$ cat src/rtl/reorder_buffer_pkg.sv
// Shared definitions for the reorder buffer, reused by rename and the
// register file.
//   REG_WIDTH      : data / PC width
//   ROB_WIDTH_DEF  : default tag width
//   REG_IDX_W      : architectural register index width
//   rob_entry_t    : per-entry payload (busy/ready bits live beside it)
package reorder_buffer_pkg;

  localparam int REG_WIDTH     = 32;
  localparam int ROB_WIDTH_DEF = 4;
  localparam int REG_IDX_W     = 5;

  typedef struct packed {
    logic [REG_IDX_W-1:0] rd;
    logic [REG_WIDTH-1:0] value;
    logic                 is_branch;
    logic                 pred_taken;
    logic [REG_WIDTH-1:0] alt_pc;
  } rob_entry_t;

endpackage

$ cat src/rtl/reorder_buffer.sv
// Circular in-order retirement buffer.
// Allocates tags at tail, captures results from two ALU writeback ports,
// answers two operand-readiness queries and retires one entry per cycle
// from head. Retiring a mispredicted branch raises clear_signal for one
// cycle with redirect_pc and empties the buffer.
// Ports:
//   clk_in, rst_in (sync, active-high), rdy_in (low = hold everything)
//   issue*            : allocation request and entry fields
//   rd_issue_tag, full: tail index / full flag (combinational)
//   done/value/tag_alu_{1,2}: writeback ports (ALU1 wins on equal tags)
//   query_tag/ready/value_{1,2}: operand read ports (combinational)
//   commit_*          : registered retirement pulse and fields
//   clear_signal, redirect_pc: registered misprediction flush
// Build option: ROB_QUERY_BYPASS_EN lets queries and head commit see a
// same-cycle writeback.
module reorder_buffer
  import reorder_buffer_pkg::*;
#(
  parameter int ROB_WIDTH = ROB_WIDTH_DEF,
  parameter int ROB_SIZE  = 2**ROB_WIDTH
) (
  input  logic                 clk_in,
  input  logic                 rst_in,
  input  logic                 rdy_in,
  input  logic                 issue,
  input  logic [REG_IDX_W-1:0] issue_rd,
  input  logic                 issue_is_branch,
  input  logic                 issue_pred_taken,
  input  logic [REG_WIDTH-1:0] issue_alt_pc,
  output logic [ROB_WIDTH-1:0] rd_issue_tag,
  output logic                 full,
  input  logic                 done_alu_1,
  input  logic                 done_alu_2,
  input  logic [REG_WIDTH-1:0] value_alu_1,
  input  logic [REG_WIDTH-1:0] value_alu_2,
  input  logic [ROB_WIDTH-1:0] tag_alu_1,
  input  logic [ROB_WIDTH-1:0] tag_alu_2,
  input  logic [ROB_WIDTH-1:0] query_tag_1,
  input  logic [ROB_WIDTH-1:0] query_tag_2,
  output logic                 query_ready_1,
  output logic                 query_ready_2,
  output logic [REG_WIDTH-1:0] query_value_1,
  output logic [REG_WIDTH-1:0] query_value_2,
  output logic                 commit_valid,
  output logic [REG_IDX_W-1:0] commit_rd,
  output logic [REG_WIDTH-1:0] commit_value,
  output logic [ROB_WIDTH-1:0] commit_tag,
  output logic                 clear_signal,
  output logic [REG_WIDTH-1:0] redirect_pc
);

  rob_entry_t           ent_q [ROB_SIZE];
  rob_entry_t           ent_d [ROB_SIZE];
  logic [ROB_SIZE-1:0]  busy_q, busy_d, ready_q, ready_d;
  logic [ROB_WIDTH-1:0] head_q, head_d, tail_q, tail_d;
  logic [ROB_WIDTH:0]   count_q, count_d;

  logic                 commit_valid_q, commit_valid_d;
  logic [REG_IDX_W-1:0] commit_rd_q, commit_rd_d;
  logic [REG_WIDTH-1:0] commit_value_q, commit_value_d;
  logic [ROB_WIDTH-1:0] commit_tag_q, commit_tag_d;
  logic                 clear_q, clear_d;
  logic [REG_WIDTH-1:0] redirect_q, redirect_d;

  logic                 issue_acc, wb1_ok, wb2_ok;
  logic                 head_ready, commit_go, mispredict;
  logic [REG_WIDTH-1:0] head_value;

  assign full         = (count_q == (ROB_WIDTH+1)'(ROB_SIZE));
  assign rd_issue_tag = tail_q;

  assign issue_acc = issue & ~full & ~clear_q;
  assign wb1_ok    = done_alu_1 & busy_q[tag_alu_1] & ~clear_q;
  assign wb2_ok    = done_alu_2 & busy_q[tag_alu_2] & ~clear_q;

  // Head readiness, optionally forwarded from this cycle's writeback.
  always_comb begin
    head_ready = ready_q[head_q];
    head_value = ent_q[head_q].value;
`ifdef ROB_QUERY_BYPASS_EN
    if (wb1_ok && tag_alu_1 == head_q) begin
      head_ready = 1'b1;
      head_value = value_alu_1;
    end else if (wb2_ok && tag_alu_2 == head_q) begin
      head_ready = 1'b1;
      head_value = value_alu_2;
    end
`endif
  end

  assign commit_go  = ~clear_q & busy_q[head_q] & head_ready;
  assign mispredict = ent_q[head_q].is_branch &
                      (head_value[0] != ent_q[head_q].pred_taken);

  // Read port 1
  always_comb begin
    query_ready_1 = ready_q[query_tag_1];
    query_value_1 = ent_q[query_tag_1].value;
`ifdef ROB_QUERY_BYPASS_EN
    if (wb1_ok && tag_alu_1 == query_tag_1) begin
      query_ready_1 = 1'b1;
      query_value_1 = value_alu_1;
    end else if (wb2_ok && tag_alu_2 == query_tag_1) begin
      query_ready_1 = 1'b1;
      query_value_1 = value_alu_2;
    end
`endif
  end

  // Read port 2
  always_comb begin
    query_ready_2 = ready_q[query_tag_2];
    query_value_2 = ent_q[query_tag_2].value;
`ifdef ROB_QUERY_BYPASS_EN
    if (wb1_ok && tag_alu_1 == query_tag_2) begin
      query_ready_2 = 1'b1;
      query_value_2 = value_alu_1;
    end else if (wb2_ok && tag_alu_2 == query_tag_2) begin
      query_ready_2 = 1'b1;
      query_value_2 = value_alu_2;
    end
`endif
  end

  always_comb begin
    ent_d          = ent_q;
    busy_d         = busy_q;
    ready_d        = ready_q;
    head_d         = head_q;
    tail_d         = tail_q;
    count_d        = count_q;
    commit_valid_d = 1'b0;
    commit_rd_d    = commit_rd_q;
    commit_value_d = commit_value_q;
    commit_tag_d   = commit_tag_q;
    clear_d        = 1'b0;
    redirect_d     = redirect_q;

    if (issue_acc) begin
      ent_d[tail_q].rd         = issue_rd;
      ent_d[tail_q].value      = '0;
      ent_d[tail_q].is_branch  = issue_is_branch;
      ent_d[tail_q].pred_taken = issue_pred_taken;
      ent_d[tail_q].alt_pc     = issue_alt_pc;
      busy_d[tail_q]           = 1'b1;
      ready_d[tail_q]          = 1'b0;
      tail_d                   = tail_q + ROB_WIDTH'(1);
    end

    // ALU2 first so ALU1 overrides it on an equal tag.
    if (wb2_ok) begin
      ready_d[tag_alu_2]     = 1'b1;
      ent_d[tag_alu_2].value = value_alu_2;
    end
    if (wb1_ok) begin
      ready_d[tag_alu_1]     = 1'b1;
      ent_d[tag_alu_1].value = value_alu_1;
    end

    if (commit_go) begin
      commit_valid_d = 1'b1;
      commit_rd_d    = ent_q[head_q].is_branch ? '0 : ent_q[head_q].rd;
      commit_value_d = head_value;
      commit_tag_d   = head_q;
      busy_d[head_q] = 1'b0;
      head_d         = head_q + ROB_WIDTH'(1);
    end

    if (issue_acc && !commit_go)
      count_d = count_q + (ROB_WIDTH+1)'(1);
    else if (!issue_acc && commit_go)
      count_d = count_q - (ROB_WIDTH+1)'(1);

    // Flush wins over the issue/writeback updates made above.
    if (commit_go && mispredict) begin
      clear_d    = 1'b1;
      redirect_d = ent_q[head_q].alt_pc;
      busy_d     = '0;
      ready_d    = '0;
      head_d     = '0;
      tail_d     = '0;
      count_d    = '0;
    end
  end

  always_ff @(posedge clk_in) begin
    if (rst_in) begin
      busy_q         <= '0;
      ready_q        <= '0;
      head_q         <= '0;
      tail_q         <= '0;
      count_q        <= '0;
      commit_valid_q <= 1'b0;
      commit_rd_q    <= '0;
      commit_value_q <= '0;
      commit_tag_q   <= '0;
      clear_q        <= 1'b0;
      redirect_q     <= '0;
    end else if (rdy_in) begin
      busy_q         <= busy_d;
      ready_q        <= ready_d;
      head_q         <= head_d;
      tail_q         <= tail_d;
      count_q        <= count_d;
      commit_valid_q <= commit_valid_d;
      commit_rd_q    <= commit_rd_d;
      commit_value_q <= commit_value_d;
      commit_tag_q   <= commit_tag_d;
      clear_q        <= clear_d;
      redirect_q     <= redirect_d;
    end
  end

  // Entry payload needs no reset: busy/ready gate every use of it.
  always_ff @(posedge clk_in) begin
    if (!rst_in && rdy_in) ent_q <= ent_d;
  end

  assign commit_valid = commit_valid_q;
  assign commit_rd    = commit_rd_q;
  assign commit_value = commit_value_q;
  assign commit_tag   = commit_tag_q;
  assign clear_signal = clear_q;
  assign redirect_pc  = redirect_q;

endmodule

$ cat config.mk
export PLATFORM = sky130hd
export DESIGN_NAME = reorder_buffer
export DESIGN_NICKNAME = d
export VERILOG_FILES = /design/src/rtl/reorder_buffer_pkg.sv /design/src/rtl/reorder_buffer.sv
export SDC_FILE = /design/constraint.sdc
export NUM_CORES = 2
export LEC_CHECK = 0
export ABC_AREA = 1
export BUFFER_PORTS_ARGS = -buffer_cell sky130_fd_sc_hd__buf_2
export CAP_MARGIN = 0
export CORE_ASPECT_RATIO = 2
export CORE_MARGIN = 2
export CORE_UTILIZATION = 40
export DETAILED_ROUTE_END_ITERATION = 7
export GPL_TIMING_DRIVEN = 1
export PLACE_DENSITY_LB_ADDON = 0.1
export SLEW_MARGIN = 0
export SYNTH_ARGS = -nofsm -noshare
export SYNTH_HDL_FRONTEND = slang
export SYNTH_SLANG_ARGS = --single-unit
$ cat constraint.sdc
create_clock -name clk_in -period 100.3 [get_ports clk_in]
set_input_delay 20.06 -clock clk_in [delete_from_list [all_inputs] [get_ports clk_in]]
set_output_delay 20.06 -clock clk_in [all_outputs]
set_load 0.05 [all_outputs]
* Yosys cells after proc, flatten, opt, wreduce, memory -nomap -nowiden
Cells that the tools add are included.
Storage, ports and cells: output and inout bits 146, register bits 1256, logic and storage cells 232
Cells by class: bitwise operators 24, reductions and logical operators 22, $lt $le $gt $ge 19, equality and inequality tests 2, add/subtract/negate cells 4, mux-type cells 70
Operators by type and width (number):
- bitwise mux 1136 bit | 7
- two-way mux 1136 bit | 3
- demux 71 bit (select 4 bit) | 7
- binary-select mux 71 bit (select 4 bit) | 3
- two-way mux 66 bit | 7
- two-way mux 71 bit | 3
- two-way mux 16 bit | 7
- bitwise OR 16 bit | 3
- two-way mux 34 bit | 1
- two-way mux 33 bit | 1
- AND 16 bit | 2
- two-way mux 32 bit | 1
- NOT 16 bit | 2
- >= comparator 5 bit, second input constant | 6
- less-than comparator 4 x 5 -> 1 bit, second input constant | 6
- NOT 4 -> 5 bit | 6
- binary-select mux 1 bit (select 4 bit) | 6
- two-way mux 5 bit | 4
- demux 1 bit (select 4 bit) | 4
- >= comparator 4 x 1 -> 1 bit, second input constant | 4
- two-way mux 4 bit | 4
- less-than comparator 5 x 1 -> 1 bit, second input constant | 3
- two-way mux 1 bit | 12
- logical AND 1 bit | 11
- 11 further kinds | 28

* Longest topological paths before layout
word-level depth 15, depth in mapped cells 19

* Worst setup path before layout
OpenSTA, ideal clock, no wires.
kind input -> register, from in rdy_in, to reg (tool-made name), setup time 0.435 ns, path slack 51.884 ns, stages on the path 6, arrival time 47.980 ns, cells stage by stage clkbuf_1 -> inv_1 -> clkbuf_1 -> nor2_1 -> inv_1 -> nor2_1
RTL lines:
- start, declared | RTL line reorder_buffer.sv:24 | input logic rdy_in,

* Final worst setup path
from in query_tag_2[0], to out query_value_2[30]
On the way: cells in the longest elaborated chain, start to end 4
Ends and longest elaborated chain:
- start, declared | RTL line reorder_buffer.sv:39 | input logic [ROB_WIDTH-1:0] query_tag_2,
- NOT 4 -> 5 bit (not written as such) | RTL line reorder_buffer.sv:113 | query_value_2 = ent_q[query_tag_2].value;
- binary-select mux 71 bit (select 4 bit) | RTL line reorder_buffer.sv:113
- two-way mux 66 bit (not written as such) (2 in series) | RTL line reorder_buffer.sv:113
- end, declared | RTL line reorder_buffer.sv:43 | output logic [REG_WIDTH-1:0] query_value_2,
No other way between the ends. The select of a mux whose other input is x is not followed.

==> flow_summary.json <==
{
  "first_iter_violations": 9334,
  "worstSetupPathType": "in -> out",
  "place_ws_ps": 56470,
  "power.share.sequential": 0.487,
  "wl_per_cell_um": 30.7,
  "initial_core_util": 0.402,
  "hold-path-cell-count": 2,
  "core_um2": 182000,
  "synth_top_flop_cell": "edfxtp_1",
  "grt_max_degree": 205,
  "clk_pin_slew_ps": 60,
  "cts_buffer_depth": 4,
  "routed_wl_um": 351000,
  "ys_async_sr_fraction": 0,
  "internal_power_uw": 886,
  "drc": 7,
  "synthTopCellsByCount": "nand2_1 (1,512), o21ai_0 (1,437), edfxtp_1 (1,136)",
  "layout_min_cycle_time_ps": 44090,
  "holdPathEnd": "commit_tag[2]",
  "num_vias": 71491,
  "worst-path-buf-inv": 4,
  "finalHoldViolCount": 0,
  "rsz0062_at_grt": "false",
  "io_buffer_count": 270,
  "p_leak_uw": 0.0311,
  "path_delay_family": "buffers and inverters",
  "grt_pass1_wl_um": 491000,
  "crit_path_end_kind": "output port",
  "gp_congestion": 0.966,
  "arrival_ps": 24030,
  "slew_viol_final": 2,
  "rr_worst_depth": 15,
  "synth_area_leaders": "edfxtp_1 (46%), o21ai_0 (9.8%), nand3_1 (7.7%), nand2_1 (7.7%), a21oi_1 (4.4%)",
  "r2r_end": "redirect_pc[29]",
  "area_growth_pct": 8.88,
  "syn_nets": 9346,
  "die_w_um": 307,
  "io_pins": 271,
  "drive_gt1_frac": 0.0803,
  "cp_slowest_cell": "o21ai_0",
  "dr_wl_met2_um": 157000,
  "yosysSeqAreaShare": 0.497,
  "worst-endpoint-required_ps": 80240,
  "postSynthAreaPerCell_um2": 7.97,
  "grt-ovfl-total": 0,
  "path_cells": "buf_8, buf_4, buf_4, o21ai_0, a21oi_1, o22ai_1, o21ai_0, buf_2",
  "grt_pass1_vias": 66390,
  "setup_slack_ps": 56210,
  "tightest_slew_ps": 1500,
  "max-slew-margin-rel": -0.0136,
  "firstDrtPassIters": 8,
  "synth_edf_count": 1136,
  "r2r_start": "head_q[1]",
  "setup.worst_path.start_class": "input pin",
  "switching_power_uw": 324,
  "yosysTopAreaCell": "edfxtp_1",
  "max_freq_ghz": 0.0227,
  "drtAntennaViolNets": 0,
  "fillers": 18057,
  "hold_class": "reg -> reg",
  "pwr_density_cell_nw_per_um2": 15.1,
  "hpwl_um": 202000,
  "ys_warn_count": 0,
  "tns_ps": 0,
  "h-tree-depth": 4,
  "period_share": 0.440,
  "vias_per_cell": 6.25,
  "setup_viol": 0,
  "cts_tree": "built",
  "cts_resized": 0,
  "holdCritStartpoint": "commit_tag[2]",
  "hold_buffers": 0,
  "power_frac_clock": 0.414,
  "violations": "DRC, capacitance limit, slew limit",
  "fin_nets": 9043,
  "slowest_delay_ps": 1150,
  "status": "complete, but fails checks",
  "synth_top_area_frac": 0.465,
  "clock_skew_ps": 36.2,
  "power_frac_comb": 0.099,
  "routed.top_layer": "met5",
  "clk_latency_ps": 820,
  "cts-root-buf": "clkbuf_16",
  "netlist_instances": 9208,
  "rows": 222,
  "antenna_found_initial": 71,
  "sw_frac_of_total": 0.267,
  "synth.most_common_cell": "nand2_1",
  "cts_setup_buffers": 0,
  "die_h_um": 610,
  "synth_area_um2": 73400,
  "ir_drop_mv": 0.0150,
  "r2r_setup_slack_ps": 94890,
  "ys_types": 39,
  "cts_buffers": 138,
  "track_usage": 0.365,
  "met3_length_um": 37000,
  "synth-seq-cells": 1256,
  "cap_violations": 1,
  "crit_fanout": 128,
  "dieArea_um2": 187000,
  "wl_met1_um": 118000,
  "cts.sinks": 1256
}
-- metal layers --
layer,global-route usage,vias up
li1,-,31443
met2,0.575,4432
met3,0.0924,1371
met5,0,-
met4,0.333,60
met1,0.405,34185
-- final cells by class --
type,count,area (µm²),area share
Inverter,818,3090,0.0387
Clock buffer,189,3790,0.0474
Clock inverter,48,389,0.00487
Multi-Input combinational cell,6267,30400,0.380
Tap cell,2352,2940,0.0368
Sequential cell,1256,36500,0.457
Timing Repair Buffer,424,2610,0.0327
Antenna cell,79,198,0.00247
-- layout by cell type (no fill, tap or decap), types with 10 or more instances in the layout --
| cell type | netlist | final |
|---|---|---|
| buf_4 | 50 | 151 |
| o21ai_1 | 216 | 216 |
| diode_2 | 0 | 79 |
| o21ai_0 | 1437 | 1437 |
| clkinv_2 | 0 | 18 |
| nand3_4 | 9 | 22 |
| nor2_1 | 703 | 679 |
| dfxtp_1 | 120 | 118 |
| nand3_1 | 1135 | 1121 |
| ha_1 | 12 | 12 |
| nand2_1 | 1512 | 1498 |
| a31oi_1 | 114 | 114 |
| o211ai_1 | 173 | 173 |
| clkbuf_16 | 0 | 141 |
| o221ai_1 | 51 | 51 |
| clkbuf_1 | 545 | 40 |
| a21oi_1 | 648 | 641 |
| clkbuf_8 | 0 | 10 |
| clkinv_1 | 4 | 19 |
| nor2_4 | 2 | 24 |
| nand4_1 | 60 | 60 |
| inv_2 | 18 | 21 |
| buf_2 | 198 | 264 |
| nand2_2 | 5 | 18 |
| o22ai_1 | 165 | 165 |
| edfxtp_1 | 1136 | 1136 |
| inv_1 | 795 | 787 |
-- metrics by stage --
stage	cells	total power (µW)	area [µm²]	hold slack (ps)	utilization
after global routing	11411	1240	79900	493	0.438
after CTS	11354	1210	79700	466	0.437
after detailed placement	11117	715	75600	456	0.414
after global placement	11117	713	75600	451	0.414
after floorplan	9208	675	73400	445	-
final	11433	1210	79900	467	0.438
-- tightest hold or removal path, cell delays in order, from the launching register on --
cell     delay, ps
dfxtp_1        310
nand2_1         60
a21oi_1         50
-- logic make-up after synthesis --
family                     count (synthesis)  synth area share
AOI/OAI and AO/OA                       2805             0.205
xor gates and xnor gates                   6          0.000716
adders and majority gates                 13           0.00232
buffers and inverters                   1685            0.0942
DFF                                     1256             0.497
and+or+nand+nor                         3443             0.201
-- worst max path at each step --
stage                    from                end  slack (ps)  depth (start not counted)
2_1_floorplan          rdy_in           register       51880                          6
5_1_grt        query_tag_2[0]  query_value_2[30]       56150                          8
6_report       query_tag_2[0]  query_value_2[30]       56210                          8
4_1_cts        query_tag_2[0]  query_value_2[30]       56480                          8
3_5_place_dp   query_tag_2[0]  query_value_2[30]       56470                          8
3_3_place_gp   query_tag_2[0]  query_value_2[30]       56520                          8
-- power groups by stage --
stage	Sequential (µW)	Combinational (µW)	Clock [µW]
global route	590	126	523
floorplan	605	70.8	0
CTS	589	115	507
detailed placement	600	115	0
finish	589	120	501
global placement	600	113	0
Power figures use the tool's default switching activity.
